===== config.mk =====
export PLATFORM = sky130hd
export DESIGN_NAME = input_debouncer_flat
export DESIGN_NICKNAME = d
export VERILOG_FILES = /design/src/rtl/input_debouncer_pkg.sv /design/src/rtl/input_debouncer_if.sv /design/src/rtl/input_debouncer_sync_chain.sv /design/src/rtl/input_debouncer.sv /design/src/flat_wrapper.sv
export SDC_FILE = /design/constraint.sdc
export NUM_CORES = 1
export LEC_CHECK = 0
export ABC_AREA = 1
export CORE_ASPECT_RATIO = 1.2
export CORE_UTILIZATION = 50
export DETAILED_ROUTE_END_ITERATION = 6
export GPL_ROUTABILITY_DRIVEN = 0
export PLACE_DENSITY = 0.69
export SYNTH_ARGS = -nofsm -noshare
export SYNTH_HDL_FRONTEND = slang
export SYNTH_HIERARCHICAL = 1
export SYNTH_SLANG_ARGS = --single-unit

===== constraint.sdc =====
create_clock -name Clk -period 2 [get_ports Clk]
set_clock_uncertainty 0.1 [all_clocks]
set_input_delay 0.4 -clock Clk [delete_from_list [all_inputs] [get_ports Clk]]
set_output_delay 0.4 -clock Clk [all_outputs]
set_load 0.02 [all_outputs]

===== src/rtl/input_debouncer_pkg.sv =====
// Shared types and default build constants for the input debouncer.
// The state encoding is fixed so that Busy is simply the state bit.
package input_debouncer_pkg;

  typedef enum logic {
    IDLE     = 1'b0,
    COUNTING = 1'b1
  } state_t;

  // Defaults sized for a 50 MHz system clock (1 ms stability window)
  localparam int DEFAULT_SYNC_STAGES  = 2;
  localparam int DEFAULT_STABLE_COUNT = 50000;
  localparam int DEFAULT_COUNT_BITS   = 16;

  // True when a CountBits-wide counter can hold StableCount-1 without wrapping
  function automatic bit count_fits(input int bits, input int stable);
    return (64'(1) << bits) > 64'(stable - 1);
  endfunction

endpackage


===== src/rtl/input_debouncer_if.sv =====
// Raw input plus the conditioned outputs of one debouncer channel.
interface input_debouncer_if;
  logic RawIn;
  logic Level;
  logic LevelBar;
  logic Rise;
  logic Fall;
  logic Busy;

  modport master (output RawIn, input Level, LevelBar, Rise, Fall, Busy);
  modport slave  (input RawIn, output Level, LevelBar, Rise, Fall, Busy);
endinterface


===== src/rtl/input_debouncer_sync_chain.sv =====
// N-deep async-clear shift register for bringing an external signal into Clk.
// Only the last stage is exported; earlier stages may still be metastable.
module sync_chain #(
  parameter int SyncStages = 2
) (
  input  logic Clk,
  input  logic Clr,
  input  logic D,
  output logic Q
);

  logic [SyncStages-1:0] stage_reg;

  always_ff @(posedge Clk or posedge Clr) begin
    if (Clr) begin
      stage_reg <= '0;
    end else begin
      stage_reg <= {stage_reg[SyncStages-2:0], D};
    end
  end

  assign Q = stage_reg[SyncStages-1];

endmodule


===== src/rtl/input_debouncer.sv =====
// Synchronizer, counter-qualified stability filter and edge detect for one
// bouncy input. All outputs are registered; LevelBar is its own flop.
module input_debouncer
  import input_debouncer_pkg::*;
#(
  parameter int SyncStages  = DEFAULT_SYNC_STAGES,
  parameter int StableCount = DEFAULT_STABLE_COUNT,
  parameter int CountBits   = DEFAULT_COUNT_BITS
) (
  input  logic               Clk,
  input  logic               Clr,
  input_debouncer_if.slave   bus
);

  if (!count_fits(CountBits, StableCount) || SyncStages < 2 || StableCount < 2) begin : g_bad_params
    $error("input_debouncer: illegal SyncStages/StableCount/CountBits combination");
  end

  localparam logic [CountBits-1:0] COUNT_ONE  = CountBits'(1);
  localparam logic [CountBits-1:0] COUNT_LAST = CountBits'(StableCount - 1);

  logic                 sync;
  state_t               state_reg, state_next;
  logic [CountBits-1:0] count_reg, count_next;
  logic                 level_reg, level_next;
  logic                 level_bar_reg, level_bar_next;
  logic                 rise_reg, rise_next;
  logic                 fall_reg, fall_next;
  logic                 busy_reg, busy_next;
  logic                 fire;

  sync_chain #(
    .SyncStages(SyncStages)
  ) u_sync (
    .Clk (Clk),
    .Clr (Clr),
    .D   (bus.RawIn),
    .Q   (sync)
  );

  always_ff @(posedge Clk or posedge Clr) begin
    if (Clr) begin
      state_reg     <= IDLE;
      count_reg     <= '0;
      level_reg     <= 1'b0;
      level_bar_reg <= 1'b1;
      rise_reg      <= 1'b0;
      fall_reg      <= 1'b0;
      busy_reg      <= 1'b0;
    end else begin
      state_reg     <= state_next;
      count_reg     <= count_next;
      level_reg     <= level_next;
      level_bar_reg <= level_bar_next;
      rise_reg      <= rise_next;
      fall_reg      <= fall_next;
      busy_reg      <= busy_next;
    end
  end

  // A bounce back to the current level discards all accumulated credit
  always_comb begin
    state_next = state_reg;
    count_next = count_reg;
    case (state_reg)
      IDLE: begin
        if (sync != level_reg) begin
          state_next = COUNTING;
          count_next = COUNT_ONE;
        end
      end
      COUNTING: begin
        if (sync == level_reg || count_reg == COUNT_LAST) begin
          state_next = IDLE;
          count_next = '0;
        end else begin
          count_next = count_reg + COUNT_ONE;
        end
      end
    endcase
  end

  always_comb begin
    fire           = (state_reg == COUNTING) && (sync != level_reg) && (count_reg == COUNT_LAST);
    level_next     = fire ? sync  : level_reg;
    level_bar_next = fire ? ~sync : level_bar_reg;
    rise_next      = fire & sync;
    fall_next      = fire & ~sync;
    busy_next      = (state_next == COUNTING);
  end

  assign bus.Level    = level_reg;
  assign bus.LevelBar = level_bar_reg;
  assign bus.Rise     = rise_reg;
  assign bus.Fall     = fall_reg;
  assign bus.Busy     = busy_reg;

endmodule


===== src/flat_wrapper.sv =====
// flat-port wrapper written by rule: the top's interface ports become plain ports
module input_debouncer_flat import input_debouncer_pkg::*;
#(
  parameter int SyncStages  = DEFAULT_SYNC_STAGES,
  parameter int StableCount = DEFAULT_STABLE_COUNT,
  parameter int CountBits   = DEFAULT_COUNT_BITS
)
  (Clk, Clr, bus_RawIn, bus_Level, bus_LevelBar, bus_Rise, bus_Fall, bus_Busy);
  input_debouncer_if bus_i ();
  input  logic Clk;
  input  logic Clr;
  input wire logic [$bits(bus_i.RawIn)-1:0] bus_RawIn;
  output wire logic [$bits(bus_i.Level)-1:0] bus_Level;
  output wire logic [$bits(bus_i.LevelBar)-1:0] bus_LevelBar;
  output wire logic [$bits(bus_i.Rise)-1:0] bus_Rise;
  output wire logic [$bits(bus_i.Fall)-1:0] bus_Fall;
  output wire logic [$bits(bus_i.Busy)-1:0] bus_Busy;
  assign bus_i.RawIn = bus_RawIn;
  assign bus_Level = bus_i.Level;
  assign bus_LevelBar = bus_i.LevelBar;
  assign bus_Rise = bus_i.Rise;
  assign bus_Fall = bus_i.Fall;
  assign bus_Busy = bus_i.Busy;
  input_debouncer #(.SyncStages(SyncStages), .StableCount(StableCount), .CountBits(CountBits)) u_core (.Clk(Clk), .Clr(Clr), .bus(bus_i));
endmodule

==> results of run 1 <==
[worst register-to-register path: cells and delay by family (launching register included)]
kind	cells	cell delay (ns)
AND/OR/NAND/NOR	6	0.75
adder cells (fa/ha/maj)	1	0.21
buffers and inverters	1	0.07
flip-flops	1	0.41
[power groups by stage]
stage	registers [uW]	logic [uW]	clock network, uW
floorplan	514	75.7	0
global placement	513	104	0
detailed placement	515	104	0
CTS	506	104	225
global route	509	116	239
finish	506	102	214
[logic make-up after synthesis]
kind of cell             after synthesis  share of synthesized area [%]
AND/OR/NAND/NOR                      117                           37.2
flip-flops                            23                           42.6
adder cells (fa/ha/maj)                1                          0.924
XOR/XNOR                               8                           5.73
buffers and inverters                 24                           7.58
AO/OA/AOI/OAI                         14                           6.01
[final timing paths]
check | to | slack (ns) | cells after the start
worst max-delay path | bus_LevelBar | 0.06 | 1
worst min-delay path | u_core/u_sync/stage_reg[0] | 0.16 | 2
worst max register to register | u_core/count_reg[13] | 0.36 | 8
worst min register to register | u_core/u_sync/stage_reg[1] | 0.28 | 0
max in group asynchronous | u_core/bus.LevelBar | 1.18 | 3
min in group Clk | u_core/u_sync/stage_reg[1] | 0.28 | 0
[per-layer routing]
metal | up-vias | global-route usage (%) | part of all wire [%]
met1 | 529 | 27.2 | 47
met3 | 2 | 3.08 | 3.8
met2 | 17 | 33.3 | 49
met4 | 0 | 7.35 | 0.74
li1 | 598 | - | -
met5 | - | 0 | 0
[cell usage after synthesis]
master and number:
nand2_2 1, xnor2_1 1, inv_6 1, nor2_4 3
nand3_2 1, xor2_1 6, nand3_1 10, nor2_1 23
nand2_4 1, inv_2 2, dfrtp_1 22, buf_6 1
dfstp_2 1, inv_1 20, nor2_2 1, o21ai_2 3
nand2_1 73, nor3_1 1, o21ai_1 1, nand4_1 2
xnor2_2 1, nand3b_1 1, ha_1 1, o21ai_0 10
[cell type report]
type,count,area share (%)
Sequential cell,23,38.8
Clock buffer,4,1.76
Multi-Input combinational cell,140,45.3
Inverter,23,6.13
Timing Repair Buffer,8,5.21
Tap cell,33,2.77
[stage by stage]
step / utilization, % / power [uW] / instances / instance area [um^2]
3_3_place_gp: 57.3 / 618 / 227 / 1460
5_1_grt: 58.3 / 864 / 231 / 1490
4_1_cts: 58.3 / 835 / 231 / 1490
2_1_floorplan: - / 590 / 187 / 1350
3_5_place_dp: 57.3 / 619 / 227 / 1460
6_report: 58.3 / 822 / 231 / 1490
[repair_timing]
| item | 4_1_cts | 5_1_grt |
|---|---|---|
| resized for setup | 0 | 1 |
| buffers inserted | 0 | 0 |
| endpoints found under the hold margin | 0 | 0 |
| setup endpoints to repair | 0 | 1 |
==> results.json, run 1 <==
{
  "whs_ns": 0.156,
  "clockBufferDepth": 2,
  "max_cap_violations": 0,
  "diodes": 0,
  "cp-startpoint": "u_core/bus.LevelBar",
  "synth_seq_area_share_pct": 42.6,
  "fin_crit_sh_pct": 97.0,
  "dr.pass1.iters": 4,
  "final_common_cell": "nand2_1",
  "drc": 0,
  "cp_slowest_stage_delay_ns": 0.59,
  "grt.overflow.total": 0,
  "relSlewSlack_pct": 76.0,
  "die_h_um": 59,
  "cp_num_buf_inv": 1,
  "largest_reg_flops": 16,
  "r2r-start": "u_core/count_reg[1]",
  "period_minus_slack_ns": 1.94,
  "run_status": "complete, no violations",
  "fillers": 253,
  "grt_antenna_before_repair": 0,
  "grt.total_usage_pct": 20.2,
  "cts_buffers": 3,
  "cellLeakagePower_uw": 0.000687,
  "clkPwrFrac_pct": 26.0,
  "multi_input_area_um2": 674,
  "hpwl_mm": 1.92,
  "synth_warnings": 6,
  "final_cell_mix": "73 x nand2_1, 23 x nor2_1, 21 x dfrtp_1",
  "post-place-ws_ns": 0.370,
  "cp-start-kind": "flip-flop",
  "postSynthAreaPerCell_um2": 7.24,
  "synth.distinct_cells": 24,
  "worst_slack_ns": 0.0602,
  "synth_nets": 191,
  "core-area_mm2": 0.00255,
  "cp.arrival_ns": 1.44,
  "nets": 203,
  "worst_slew_pin_slew_ns": 0.360,
  "path_clk_slew_ns": 0.12,
  "ys_ff_latch": 23,
  "critical_path.top_delay_family": "buffers and inverters",
  "final_layout_size_suffix_gt1_share_pct": 10.1,
  "drt_iter0_markers": 30,
  "synth_area_mm2": 0.00135,
  "grt_max_degree": 22,
  "p_int_uw": 598,
  "io_pins": 8,
  "swShare_pct": 27.2,
  "vdd_drop_max_uv": 385,
  "required_ns": 1.50,
  "grt_pass1_vias": 1038,
  "clock_sinks": 23,
  "clkLatencyLatePin_ns": 0.30,
  "cts_hold_buf": 0,
  "cts_root_buf": "clkbuf_4",
  "area_growth_pct": 9.98,
  "critPathSlowestCell": "clkdlybuf4s50_1",
  "row_count": 20,
  "seqCellArea_um2": 578,
  "initial_core_util_pct": 53.0,
  "crit_type": "flip-flop to output port",
  "synth_top_area_cell": "dfrtp_1",
  "cp-end-kind": "output port",
  "syn_inst": 187,
  "grt_pass1_wl_mm": 4.49,
  "worstHoldPathType": "input port to asynchronous set/reset pin",
  "fmax_ghz": 0.516,
  "vias": 1146,
  "drv_slew": 0,
  "powerDensity_mw_per_mm2": 552,
  "cts_max_level": 1,
  "p_seq_share_pct": 61.5,
  "path_cells": "clkdlybuf4s50_1",
  "synth_top_area_share_pct": 40.7,
  "hold_viol": 0,
  "vias_per_cell": 4.96,
  "comb_power_share_pct": 12.4,
  "setup_viol": 0,
  "tns_ns": 0,
  "power.switching_uw": 224,
  "synth.top_cells.by_area": "dfrtp_1 41%, nand2_1 20%, nor2_1 6.4%",
  "port_buffers": 7,
  "wl_per_cell_um": 11.1,
  "die_area_mm2": 0.00292,
  "routed_wl_mm": 2.57,
  "critPathMaxFanout": 2,
  "rsz0062_at_grt": "no",
  "cts_tree": "built",
  "ant_nets": 0,
  "die_width_um": 49.5
}
Note: power is estimated with default switching activity, not from simulation.
==> inputs of run 2 (changes only) <==
--- a/config.mk
+++ b/config.mk
@@ -11,6 +11,7 @@
 export DETAILED_ROUTE_END_ITERATION = 6
 export GPL_ROUTABILITY_DRIVEN = 0
 export PLACE_DENSITY = 0.69
+export REMOVE_ABC_BUFFERS = 1
 export SYNTH_ARGS = -nofsm -noshare
 export SYNTH_HDL_FRONTEND = slang
 export SYNTH_HIERARCHICAL = 1
==> run 2 against run 1 <==
Compared with the run above: combinational power increased by 4%; first-iteration DRC count decreased by 6.7%; register-to-register slack improved by 0.03 ns; count of clock-buffer cells in the layout decreased by 1; critical endpoint is now bus_Level; design area increased by 0.25%; non-clock buffer count unchanged; highest routed layer unchanged; critical path depth unchanged; sequential share of layout area decreased by 0.098 points; worst hold slack got worse by 0.0097 ns; routed wire length increased by 8.7%; total power increased by 0.92%.
==> results.json, run 2 (synthesized netlist as in run 1, its figures left out) <==
{
  "cp-start-kind": "flip-flop",
  "path_clk_slew_ns": 0.12,
  "grt.total_usage_pct": 22.3,
  "drv_slew": 0,
  "vias": 1153,
  "critPathMaxFanout": 5,
  "fillers": 255,
  "grt.overflow.total": 0,
  "initial_core_util_pct": 53.0,
  "final_layout_size_suffix_gt1_share_pct": 10.6,
  "fmax_ghz": 0.527,
  "stdcell_count": 231,
  "rsz0062_at_grt": "no",
  "reg2reg_depth": 8,
  "final_common_cell": "nand2_1",
  "cts_buffers": 3,
  "core-area_mm2": 0.00255,
  "clock_sinks": 23,
  "period_minus_slack_ns": 1.90,
  "required_ns": 1.50,
  "diodes": 0,
  "die_area_mm2": 0.00292,
  "post-place-ws_ns": 0.394,
  "cts_max_level": 1,
  "area_growth_pct": 10.3,
  "worst_slack_ns": 0.103,
  "grt_pass1_vias": 1163,
  "dr.pass1.iters": 4,
  "wl_per_cell_um": 12.1,
  "cts_tree": "built",
  "cellLeakagePower_uw": 0.000709,
  "crit_type": "flip-flop to output port",
  "powerDensity_mw_per_mm2": 556,
  "setup_viol": 0,
  "grt_pass1_wl_mm": 4.84,
  "hold_viol": 0,
  "largest_reg_flops": 16,
  "cp_num_buf_inv": 1,
  "row_count": 20,
  "post_cts_buffers": 0,
  "path_cells": "clkdlybuf4s50_1",
  "clockBufferDepth": 2,
  "die_width_um": 49.5,
  "vdd_drop_max_uv": 442,
  "grt_antenna_before_repair": 0,
  "port_buffers": 7,
  "max_cap_violations": 0,
  "drt_iter0_markers": 28,
  "placed_cells": 227,
  "tns_ns": 0,
  "die_h_um": 59,
  "cts_root_buf": "clkbuf_4",
  "critPathSlowestCell": "clkdlybuf4s50_1",
  "fin_crit_sh_pct": 94.8,
  "hpwl_mm": 2.09,
  "clkLatencyLatePin_ns": 0.31,
  "vias_per_cell": 4.99,
  "cp_slowest_stage_delay_ns": 0.63,
  "cts_hold_buf": 0,
  "cp.arrival_ns": 1.40,
  "io_pins": 8,
  "nets": 203,
  "ant_nets": 0,
  "worst_slew_pin_slew_ns": 0.401,
  "worstHoldPathType": "input port to asynchronous set/reset pin",
  "relSlewSlack_pct": 73.2,
  "critical_path.top_delay_family": "buffers and inverters",
  "run_status": "complete, no violations",
  "crit_cells": 1,
  "final_cell_mix": "73 x nand2_1, 23 x nor2_1, 21 x dfrtp_1",
  "routed_wl_mm": 2.80,
  "grt_max_degree": 16,
  "cp-end-kind": "output port",
  "drc": 0
}
## run 2: changes by cell type in the layout (fill, tap and decap cells not counted)
cell,previous run,this run
clkinv_2,0,1
clkbuf_1,1,0
clkdlybuf4s50_1,7,6
dlymetal6s2s_1,0,1
## run 2: report_power, final
part	switching, uW	internal, uW	total, uW
Clock	142	74.7	217
Combinational	67.8	38.1	106
Sequential	23.0	484	506
## run 2: stage by stage
step | power [uW] | util, % | hold slack [ns] | area [um^2]
3_3_place_gp | 617 | 57.3 | 0.236 | 1460
2_1_floorplan | 585 | - | 0.0412 | 1340
6_report | 830 | 58.5 | 0.146 | 1490
3_5_place_dp | 623 | 57.3 | 0.241 | 1460
5_1_grt | 875 | 58.5 | 0.163 | 1490
4_1_cts | 844 | 58.3 | 0.134 | 1490
## run 2: layout make-up
| class | count | area [um^2] | area share [%] |
|---|---|---|---|
| Multi-Input combinational cell | 140 | 674 | 45.2 |
| Clock buffer | 3 | 22.5 | 1.51 |
| Clock inverter | 1 | 5.00 | 0.335 |
| Inverter | 23 | 91.3 | 6.12 |
| Sequential cell | 23 | 578 | 38.7 |
| Timing Repair Buffer | 8 | 80.1 | 5.36 |
| Tap cell | 33 | 41.3 | 2.77 |
## run 2: repair_timing
| action | 4_1_cts | 5_1_grt |
|---|---|---|
| hold endpoints to repair | 0 | 0 |
| gates resized for setup | 0 | 2 |
| endpoints found under the setup margin | 0 | 2 |
## run 2: per-layer routing
metal  track usage (%)  up-vias  share of wire [%]
met5                 0        -                  0
met4              10.6        0               0.71
met3              3.59        2                1.6
met2              40.3       11                 53
met1              26.0      544                 44
li1                  -      596                  -
## run 2: final timing paths
check / start / endpoint / slack (ns)
setup / recovery: u_core/bus.Level / bus_Level / 0.10
hold / removal: Clr / u_core/u_sync/stage_reg[0] / 0.15
setup reg to reg: u_core/count_reg[1] / u_core/count_reg[9] / 0.39
hold reg to reg: u_core/u_sync/stage_reg[0] / u_core/u_sync/stage_reg[1] / 0.27
max in group asynchronous: Clr / u_core/bus.Busy / 0.99
min in group Clk: u_core/u_sync/stage_reg[0] / u_core/u_sync/stage_reg[1] / 0.27
==> inputs of run 3 (changes only) <==
--- a/config.mk
+++ b/config.mk
@@ -6,11 +6,13 @@
 export NUM_CORES = 1
 export LEC_CHECK = 0
 export ABC_AREA = 1
+export CELL_PAD_IN_SITES_DETAIL_PLACEMENT = 0
+export CELL_PAD_IN_SITES_GLOBAL_PLACEMENT = 1
 export CORE_ASPECT_RATIO = 1.2
-export CORE_UTILIZATION = 50
+export CORE_UTILIZATION = 46
 export DETAILED_ROUTE_END_ITERATION = 6
 export GPL_ROUTABILITY_DRIVEN = 0
-export PLACE_DENSITY = 0.69
+export PLACE_DENSITY_LB_ADDON = 0.1
 export REMOVE_ABC_BUFFERS = 1
 export SYNTH_ARGS = -nofsm -noshare
 export SYNTH_HDL_FRONTEND = slang
==> run 3 against run 2 <==
Compared with the run above: non-clock buffer count unchanged; maximum frequency decreased by 0.69%; combinational power hardly changed; sequential cell count did not move; critical endpoint is now bus_Busy.
==> results.json, run 3 (synthesized netlist as in run 1, its figures left out) <==
{
  "grt_max_degree": 22,
  "cts_max_level": 1,
  "period_minus_slack_ns": 1.91,
  "worst_slew_pin_slew_ns": 0.390,
  "die_width_um": 51.5,
  "power.switching_uw": 242,
  "cp_num_buf_inv": 1,
  "relSlewSlack_pct": 74.0,
  "post-place-ws_ns": 0.379,
  "io_pins": 8,
  "wl_met3_um": 100,
  "tns_ns": 0,
  "powerDensity_mw_per_mm2": 560,
  "port_buffers": 7,
  "comb_power_share_pct": 12.4,
  "required_ns": 1.50,
  "post_cts_buffers": 0,
  "core-area_mm2": 0.00279,
  "clkPwrFrac_pct": 27.0,
  "dr.max_layer_used": "met4",
  "cp-end-kind": "output port",
  "final_cell_mix": "73 x nand2_1, 23 x nor2_1, 21 x dfrtp_1",
  "dr.pass1.iters": 4,
  "clkLatencyLatePin_ns": 0.32,
  "fin_crit_sh_pct": 95.5,
  "grt.total_usage_pct": 20.6,
  "diodes": 0,
  "p_int_uw": 596,
  "nets": 203,
  "drc": 0,
  "hpwl_mm": 2.06,
  "max_cap_violations": 0,
  "die_h_um": 61.4,
  "ant_nets": 0,
  "reg2reg_depth": 8,
  "wl_met1_mm": 1.31,
  "drv_slew": 0,
  "worst_slack_ns": 0.0901,
  "wl_per_cell_um": 12.0,
  "clockBufferDepth": 2,
  "p_seq_share_pct": 60.5,
  "r2r_slack_ns": 0.40,
  "cts_tree": "built",
  "critical_path.top_delay_family": "buffers and inverters",
  "fmax_ghz": 0.524,
  "critPathMaxFanout": 7,
  "cts_root_buf": "clkbuf_4",
  "swShare_pct": 28.9,
  "r2r-start": "u_core/count_reg[0]",
  "path_clk_slew_ns": 0.14,
  "cp_slowest_stage_delay_ns": 0.62,
  "run_status": "complete, no violations",
  "row_count": 21,
  "whs_ns": 0.129,
  "vias_per_cell": 4.89,
  "hold_viol": 0,
  "grt_pass1_wl_mm": 4.82,
  "wl_met2_mm": 1.37,
  "area_growth_pct": 10.5,
  "power_uw": 837,
  "setup_viol": 0,
  "cp-start-kind": "flip-flop",
  "cp.arrival_ns": 1.41,
  "path_cells": "clkdlybuf4s50_1",
  "largest_reg_flops": 16,
  "final_layout_size_suffix_gt1_share_pct": 10.6,
  "initial_core_util_pct": 48.6,
  "r2r_end": "u_core/count_reg[13]",
  "drt_iter0_markers": 32,
  "clock_sinks": 23,
  "final_common_cell": "nand2_1",
  "vdd_drop_max_uv": 432,
  "cts_buffers": 3,
  "die_area_mm2": 0.00317,
  "grt_pass1_vias": 1073,
  "critPathSlowestCell": "clkdlybuf4s50_1",
  "grt.overflow.total": 0,
  "crit_type": "flip-flop to output port",
  "grt_antenna_before_repair": 0,
  "worstHoldPathType": "input port to asynchronous set/reset pin",
  "rsz0062_at_grt": "no",
  "vias": 1134,
  "crit_cells": 1,
  "routed_wl_mm": 2.79,
  "cellLeakagePower_uw": 0.000727
}
==> run 3: final cells by class <==
class / count / area, um^2
timing repair buffer: 8 / 82.6
tap: 34 / 42.5
clock inverter: 1 / 5.00
clock buffer: 3 / 22.5
multi-input combinational: 140 / 674
inverter: 23 / 91.3
sequential: 23 / 578
fill: 309 / 1290
==> run 3: how the worst max path moves through the flow <==
| stage | end | slack [ns] | startpoint |
|---|---|---|---|
| after floorplan | u_core/count_reg[10] | 0.61 | u_core/count_reg[0] |
| after global placement | bus_LevelBar | 0.40 | u_core/bus.LevelBar |
| after detailed placement | bus_Busy | 0.38 | u_core/bus.Busy |
| after CTS | bus_LevelBar | 0.01 | u_core/bus.LevelBar |
| after global routing | bus_Busy | 0.05 | u_core/bus.Busy |
| final | bus_Busy | 0.09 | u_core/bus.Busy |
==> run 3: timing repair <==
action / in CTS / in global routing
hold buffers: 0 / 0
resized for setup: 1 / 2
cloned: 0 / 0
endpoints found under the setup margin: 1 / 2
==> run 3: through the flow <==
step,instances,util [%],cell area (um^2)
floorplan,186,-,1340
global placement,228,52.5,1460
detailed placement,228,52.5,1460
CTS,232,53.5,1490
global route,232,53.7,1500
finish,232,53.7,1500
==> run 3: power groups by stage <==
stage / Clock (uW) / Sequential, uW / Combinational, uW
after floorplan: 0 / 514 / 71.2
after global placement: 0 / 514 / 105
after detailed placement: 0 / 515 / 105
after CTS: 237 / 507 / 106
after global routing: 247 / 509 / 117
final: 226 / 507 / 104
==> run 3: routing by layer <==
metal,up-vias,track usage (%)
met5,-,0
met4,0,6.95
met3,2,2.22
met2,22,35.4
met1,512,27.0
li1,598,-
